**src/rtl/gpio_cfg_pkg.sv**
```systemverilog
// Shared definitions for the GPIO pad configuration sequencer.
//   - Configuration word width and field bit positions.
//   - Reset value of a configuration word.
//   - Sequencer state encoding.
//   - Default pad count (matches OPENFRAME_IO_PADS).
package gpio_cfg_pkg;

    localparam int unsigned CFG_W         = 11;
    localparam int unsigned ADDR_W        = 6;
    localparam int unsigned NPADS_DEFAULT = 44;

    // Field bit positions inside a configuration word.
    localparam int unsigned DM_LSB          = 0;
    localparam int unsigned DM_MSB          = 2;
    localparam int unsigned IB_MODE_SEL_BIT = 3;
    localparam int unsigned VTRIP_SEL_BIT   = 4;
    localparam int unsigned SLOW_SEL_BIT    = 5;
    localparam int unsigned INP_DIS_BIT     = 6;
    localparam int unsigned ANALOG_EN_BIT   = 7;
    localparam int unsigned ANALOG_SEL_BIT  = 8;
    localparam int unsigned ANALOG_POL_BIT  = 9;
    localparam int unsigned HOLDOVER_BIT    = 10;

    typedef logic [CFG_W-1:0] cfg_word_t;

    // dm=001, input enabled, no drive, all other fields clear.
    localparam cfg_word_t CFG_RESET = 11'h001;

    typedef enum logic [1:0] {
        StIdle,
        StCopy,
        StSettle,
        StDone
    } seq_state_e;

endpackage

```
**src/rtl/gpio_cfg_bank.sv**
```systemverilog
// Shadow storage of NPADS configuration words.
//   clk, reset : clock and synchronous active-high reset
//   wr_en      : qualified write strobe (caller has already range/busy checked)
//   wr_addr    : write index
//   wr_data    : word to store
//   rd_addr    : read index; out-of-range indices read as 0
//   rd_data    : registered read data (old value on same-cycle write)
//   tap_addr   : copy index used by the sequencer
//   tap_data   : combinational shadow word at tap_addr
module gpio_cfg_bank
    import gpio_cfg_pkg::*;
#(
    parameter int unsigned NPADS = NPADS_DEFAULT
) (
    input  logic              clk,
    input  logic              reset,
    input  logic              wr_en,
    input  logic [ADDR_W-1:0] wr_addr,
    input  cfg_word_t         wr_data,
    input  logic [ADDR_W-1:0] rd_addr,
    output cfg_word_t         rd_data,
    input  logic [ADDR_W-1:0] tap_addr,
    output cfg_word_t         tap_data
);

    localparam logic [ADDR_W:0] NPADS_W = (ADDR_W + 1)'(NPADS);

    cfg_word_t mem_q [NPADS];
    cfg_word_t mem_d [NPADS];
    cfg_word_t rd_data_q, rd_data_d;

    always_comb begin
        mem_d = mem_q;
        if (wr_en) begin
            mem_d[wr_addr] = wr_data;
        end
    end

    // Reads sample mem_q, so a same-cycle write is not visible yet.
    always_comb begin
        rd_data_d = '0;
        if ({1'b0, rd_addr} < NPADS_W) begin
            rd_data_d = mem_q[rd_addr];
        end
    end

    always_ff @(posedge clk) begin
        if (reset) begin
            mem_q     <= '{default: CFG_RESET};
            rd_data_q <= '0;
        end else begin
            mem_q     <= mem_d;
            rd_data_q <= rd_data_d;
        end
    end

    assign rd_data  = rd_data_q;
    assign tap_data = mem_q[tap_addr];

endmodule

```
**src/rtl/gpio_pad_cfg_sequencer.sv**
```systemverilog
// Shadow bank of per-pad GPIO configuration words with a paced apply sequence.
// A request copies the shadow bank into the live pad registers one pad per
// cycle, waits SETTLE_CYCLES, then pulses apply_ack.
//   clk, reset           : clock, synchronous active-high reset
//   cfg_wr_en/addr/data  : shadow bank write port
//   cfg_wr_err           : one-cycle pulse when a write is dropped
//   cfg_rd_addr/data     : shadow bank read-back, 1-cycle latency
//   apply_req            : level request, re-armed only after it is seen low
//   apply_ack            : one-cycle pulse at the end of a sequence
//   busy                 : high while a sequence is in progress
//   gpio_*               : per-pad fields fanned out from the live registers
module gpio_pad_cfg_sequencer
    import gpio_cfg_pkg::*;
#(
    parameter int unsigned NPADS         = NPADS_DEFAULT,
    parameter int unsigned SETTLE_CYCLES = 4
) (
    input  logic              clk,
    input  logic              reset,
    input  logic              cfg_wr_en,
    input  logic [ADDR_W-1:0] cfg_wr_addr,
    input  logic [CFG_W-1:0]  cfg_wr_data,
    output logic              cfg_wr_err,
    input  logic [ADDR_W-1:0] cfg_rd_addr,
    output logic [CFG_W-1:0]  cfg_rd_data,
    input  logic              apply_req,
    output logic              apply_ack,
    output logic              busy,
    output logic [NPADS-1:0]  gpio_dm2,
    output logic [NPADS-1:0]  gpio_dm1,
    output logic [NPADS-1:0]  gpio_dm0,
    output logic [NPADS-1:0]  gpio_ib_mode_sel,
    output logic [NPADS-1:0]  gpio_vtrip_sel,
    output logic [NPADS-1:0]  gpio_slow_sel,
    output logic [NPADS-1:0]  gpio_inp_dis,
    output logic [NPADS-1:0]  gpio_analog_en,
    output logic [NPADS-1:0]  gpio_analog_sel,
    output logic [NPADS-1:0]  gpio_analog_pol,
    output logic [NPADS-1:0]  gpio_holdover
);

    localparam logic [ADDR_W:0]   NPADS_W     = (ADDR_W + 1)'(NPADS);
    localparam logic [ADDR_W-1:0] LAST_IDX    = ADDR_W'(NPADS - 1);
    localparam logic [7:0]        SETTLE_LAST = 8'(SETTLE_CYCLES - 1);

    seq_state_e        state_q, state_d;
    logic [ADDR_W-1:0] idx_q, idx_d;
    logic [7:0]        cnt_q, cnt_d;
    logic              arm_q, arm_d;
    logic              busy_q, busy_d;
    logic              ack_q, ack_d;
    logic              wr_err_q, wr_err_d;
    cfg_word_t         live_q [NPADS];
    cfg_word_t         live_d [NPADS];

    logic      wr_ok;
    cfg_word_t tap_data;

    // Writes are accepted only in range and only while no sequence runs.
    assign wr_ok    = cfg_wr_en && !busy_q && ({1'b0, cfg_wr_addr} < NPADS_W);
    assign wr_err_d = cfg_wr_en && !wr_ok;

    gpio_cfg_bank #(
        .NPADS (NPADS)
    ) u_bank (
        .clk      (clk),
        .reset    (reset),
        .wr_en    (wr_ok),
        .wr_addr  (cfg_wr_addr),
        .wr_data  (cfg_wr_data),
        .rd_addr  (cfg_rd_addr),
        .rd_data  (cfg_rd_data),
        .tap_addr (idx_q),
        .tap_data (tap_data)
    );

    always_comb begin
        state_d = state_q;
        idx_d   = idx_q;
        cnt_d   = cnt_q;
        arm_d   = arm_q;
        live_d  = live_q;

        // Re-arm whenever the request is seen low, so a held request fires once.
        if (!apply_req) begin
            arm_d = 1'b1;
        end

        unique case (state_q)
            StIdle: begin
                idx_d = '0;
                cnt_d = '0;
                if (apply_req && arm_q) begin
                    state_d = StCopy;
                    arm_d   = 1'b0;
                end
            end
            StCopy: begin
                live_d[idx_q] = tap_data;
                if (idx_q == LAST_IDX) begin
                    state_d = StSettle;
                    idx_d   = '0;
                end else begin
                    idx_d = idx_q + 1'b1;
                end
            end
            StSettle: begin
                if (cnt_q == SETTLE_LAST) begin
                    state_d = StDone;
                end else begin
                    cnt_d = cnt_q + 1'b1;
                end
            end
            StDone: begin
                state_d = StIdle;
            end
            default: begin
                state_d = StIdle;
            end
        endcase

        busy_d = (state_d != StIdle);
        ack_d  = (state_d == StDone);
    end

    always_ff @(posedge clk) begin
        if (reset) begin
            state_q  <= StIdle;
            idx_q    <= '0;
            cnt_q    <= '0;
            arm_q    <= 1'b1;
            busy_q   <= 1'b0;
            ack_q    <= 1'b0;
            wr_err_q <= 1'b0;
            live_q   <= '{default: CFG_RESET};
        end else begin
            state_q  <= state_d;
            idx_q    <= idx_d;
            cnt_q    <= cnt_d;
            arm_q    <= arm_d;
            busy_q   <= busy_d;
            ack_q    <= ack_d;
            wr_err_q <= wr_err_d;
            live_q   <= live_d;
        end
    end

    assign busy       = busy_q;
    assign apply_ack  = ack_q;
    assign cfg_wr_err = wr_err_q;

    for (genvar k = 0; k < NPADS; k++) begin : g_pad
        assign gpio_dm0[k]         = live_q[k][DM_LSB];
        assign gpio_dm1[k]         = live_q[k][DM_LSB + 1];
        assign gpio_dm2[k]         = live_q[k][DM_MSB];
        assign gpio_ib_mode_sel[k] = live_q[k][IB_MODE_SEL_BIT];
        assign gpio_vtrip_sel[k]   = live_q[k][VTRIP_SEL_BIT];
        assign gpio_slow_sel[k]    = live_q[k][SLOW_SEL_BIT];
        assign gpio_inp_dis[k]     = live_q[k][INP_DIS_BIT];
        assign gpio_analog_en[k]   = live_q[k][ANALOG_EN_BIT];
        assign gpio_analog_sel[k]  = live_q[k][ANALOG_SEL_BIT];
        assign gpio_analog_pol[k]  = live_q[k][ANALOG_POL_BIT];
        assign gpio_holdover[k]    = live_q[k][HOLDOVER_BIT];
    end

endmodule

```
**config.mk**
```make
export PLATFORM = sky130hd
export DESIGN_NAME = gpio_pad_cfg_sequencer
export DESIGN_NICKNAME = d
export VERILOG_FILES = /design/src/rtl/gpio_cfg_pkg.sv /design/src/rtl/gpio_cfg_bank.sv /design/src/rtl/gpio_pad_cfg_sequencer.sv
export SDC_FILE = /design/constraint.sdc
export NUM_CORES = 2
export LEC_CHECK = 0
export BUFFER_PORTS_ARGS = -buffer_cell sky130_fd_sc_hd__buf_4
export CORE_AREA = 3 3 298 300
export CTS_CLUSTER_DIAMETER = 120
export DETAILED_ROUTE_END_ITERATION = 6
export DIE_AREA = 0 0 301 303
export PLACE_DENSITY = 0.67
export SYNTH_ARGS = -nofsm -noshare
export SYNTH_HDL_FRONTEND = slang
export SYNTH_SLANG_ARGS = --single-unit
```
**constraint.sdc**
```tcl
create_clock -name clk -period 7.5 [get_ports clk]
set_clock_uncertainty 0.2 [all_clocks]
set_input_delay 1.5 -clock clk [delete_from_list [all_inputs] [get_ports clk]]
set_output_delay 1.5 -clock clk [all_outputs]
set_load 0.05 [all_outputs]
```
==> run metrics <==
pwr dens=around 220 nW/um2; num rows=108; count of state elements after synthesis=approximately 1000; area used by multi-input combinational logic=around 21000 um2; clock buffer count from CTS=roughly 110; sink count of the clock tree=around 1000; number of antenna violations at the first check in global routing=4; highest ir drop seen on vdd=between 0.00015 and 0.0002 V; Required @ worst endpoint=7.89 ns; endpoint kind of the worst setup timing path=flip-flop; Most Frequent Cell on Critical Path=sky130_fd_sc_hd__nor2_1; vias after detailed routing=about 40000; HPWL after detailed placement=roughly 120000 um; highest clock frequency the design can meet=217 MHz; drt via density=6.39; unrepaired setup endpoints after global routing=false; filler cell count=~7600; total number of yosys warnings=0; TNS Setup=0 ns; crit path kind=reg -> reg; Final Instance Area=51200 um2; clock root buffer master=sky130_fd_sc_hd__clkbuf_16; vertical die dimension=just over 300 um; data arrival time of the critical path=~5.0 ns; count of final hold-check violations=0; antenna viol nets, final=0; Crit path max-delay family=simple AND/OR/NAND/NOR gates; maximum buffer depth of the clock tree=3; iteration-0 DRC count of the detailed router=slightly below 6000; number of global-route vias before repair=roughly 35000; number of hold buffers added after CTS=0; syn nets=between 4000 and 5000; max-cap check violation count=0; combined flip-flop and latch cell area=approximately 20000 um2; fin crit share=61.5%; nets@finish=about 5100; total track usage=36.8%; wire length reported by the detailed router=between 150000 and 200000 um; Clock Pin Slew Worst Setup and Hold Paths=around 0.060 ns; CTS tree=done; worst-path cell chain=nor2b_2 -> nand2_1 -> nor2_1 -> nor2_1 -> a311oi_1; post-CTS setup buffers=0; clock latency at the later pin of the worst-skew pair=0.70 ns; weighted congestion reported at the end of routability-driven placement=0.948; cell with the biggest individual delay on the critical path=sky130_fd_sc_hd__nor2_1; area of the core=86500 um2; count of different cell masters after synthesis=slightly above 70; final critical delay including setup and external delays=around 4.6 ns; WP buf/inv=0; worst slew margin relative to its limit=approximately 9%; count of instances resized after the clock tree is built=0; total count of max-transition violations in the final report=0; htree depth=3; delay of the slowest cell on the worst path=around 1.2 ns; EDFF count, synth=0; path category of the worst min-delay check=reg -> reg; Core Util, Final=59.2%; Worst-Margin Slew=about 1.4 ns; Placed Instance Area=approximately 47000 um2; number of standard cells after synthesis=just under 5000; sequential area share after synthesis=a little under half; width of the die=around 300 um; area added between synthesis and finish=18.5%; Setup crit start kind=flip-flop; per-instance average area after synthesis=8.99 um2; Die Area=between 90000 and 100000 um2; top fanout value on the critical path=43; DRC Markers=1; placed cells=a little over 6000; async set or reset register ratio after synthesis=0%; Final Hold Slack=0.251 ns; number of buffers inserted by port buffering=524; result of the run=finished, violations left; area of the mapped netlist=roughly 43000 um2; Static Leakage=approximately 0.019 uW; pin count of the biggest net entering global routing=199; violations in the final reports=design-rule violations; final setup violation count=0; overflow left after global routing=0; wire length of the first global-routing pass=252000 um; effective utilization at floorplan=roughly 50%; number of iterations in the first detailed-routing pass=7; most instantiated flip-flop cell in the synthesis netlist=sky130_fd_sc_hd__dfxtp_1; layout cells sized above 1=20.8%; Routed wire per std cell=roughly 28 um; I/O pin cnt=between 500 and 600; final std cells w/o fill=roughly 6300
state kept, by name, indices dropped and copies added (netlist names):
name              flops
cnt_q                 8
u_bank.mem_q        484
gpio_analog_sel      44
arm_q                 1
gpio_ib_mode_sel     44
gpio_analog_pol      44
gpio_inp_dis         44
gpio_dm1             44
gpio_holdover        44
gpio_analog_en       44
cfg_wr_err            1
apply_ack             1
busy                  1
state_q               2
idx_q                 6
gpio_dm2             44
gpio_slow_sel        44
gpio_dm0             44
gpio_vtrip_sel       44
u_bank.rd_data       11
tightest hold or removal path, delay by kind of cell, from the launching register on:
kind | cells | cell delay (ns)
simple gates | 1 | 0.05
compound gates | 1 | 0.05
flops | 1 | 0.31
placed cells by master, fill, tap and decap left out, types with 43 or more instances in the layout:
cell type,Yosys,final
sky130_fd_sc_hd__mux2i_1,263,263
sky130_fd_sc_hd__dfxtp_1,999,996
sky130_fd_sc_hd__buf_4,23,599
sky130_fd_sc_hd__mux2_2,77,77
sky130_fd_sc_hd__nor2_1,591,587
sky130_fd_sc_hd__a21oi_1,438,437
sky130_fd_sc_hd__mux4_2,149,149
sky130_fd_sc_hd__nor3_1,80,72
sky130_fd_sc_hd__o21ai_0,143,143
sky130_fd_sc_hd__a221oi_1,55,54
sky130_fd_sc_hd__nand2_1,641,641
sky130_fd_sc_hd__clkbuf_16,0,106
sky130_fd_sc_hd__a211oi_1,198,198
sky130_fd_sc_hd__nand3_1,362,362
sky130_fd_sc_hd__a22oi_1,43,43
synth_stat cells, drive strengths merged, types with 39 or more instances:
master / number / area [um2]
dfxtp: 999 / 20000
nand2: 643 / 2420
a211oi: 200 / 1510
nor2: 601 / 2290
clkbuf: 302 / 1130
mux4: 149 / 3360
mux2: 77 / 867
a22oi: 43 / 323
mux2i: 264 / 2650
a21oi: 441 / 2220
nor3: 81 / 410
o22ai: 39 / 244
buf: 167 / 905
a221oi: 56 / 497
nand3: 362 / 1810
o21ai: 152 / 764
stage by stage:
| stage | setup WS (ns) | total power, uW |
|---|---|---|
| floorplan | 4.00 | 5820 |
| global placement | 2.88 | 6010 |
| detailed placement | 2.91 | 6010 |
| CTS | 3.12 | 11400 |
| global route | 2.87 | 11700 |
| finish | 2.89 | 11500 |
worst paths after layout:
| check | from | endpoint | slack, ns | cells past startpoint |
|---|---|---|---|---|
| worst max register to register | idx_q[1] | gpio_vtrip_sel[30] | 2.89 | 5 |
| worst min register to register | gpio_analog_pol[36] | gpio_analog_pol[36] | 0.25 | 2 |
| worst min-delay path | gpio_analog_pol[36] | gpio_analog_pol[36] | 0.25 | 2 |
| worst max-delay path | idx_q[1] | gpio_vtrip_sel[30] | 2.89 | 5 |
layer usage:
metal / part of all wire [%] / global-route usage, %
met4: 5.1 / 17.3
met1: 39 / 50.3
met2: 44 / 55.6
met3: 12 / 8.26
met5: 0.0068 / 0
final cells by class:
cell class	instances	area share, %
timing repair buffer	608	9.12
clock inverter	45	1.33
inverter	7	0.0563
tap	1155	2.82
antenna	6	0.0293
multi-input combinational	3331	41.7
clock buffer	147	5.84
sequential	999	39.1
cells by family (layout without fill, tap and decap cells):
logic type                 after synthesis  in the layout  synth area share [%]
and+or+nand+nor                       1786           1786                  17.7
AOI/OAI and AO/OA                     1048           1048                  15.1
DFF                                    999            999                  46.3
muxes                                  490            490                  15.9
buffers and inverters                  476            807                  4.78
xor gates and xnor gates                 5              5                 0.101
adders and majority gates                2              2                0.0579
other                                    0              6                     0
power breakdown:
part,switching [uW],total [uW],internal (uW),leakage [uW]
combinational,436,566,130,0.00896
clock,2320,5540,3210,0.00179
sequential,25.5,5350,5320,0.00805
total,2790,11500,8670,0.0188
(Power assumes the default switching activity.)
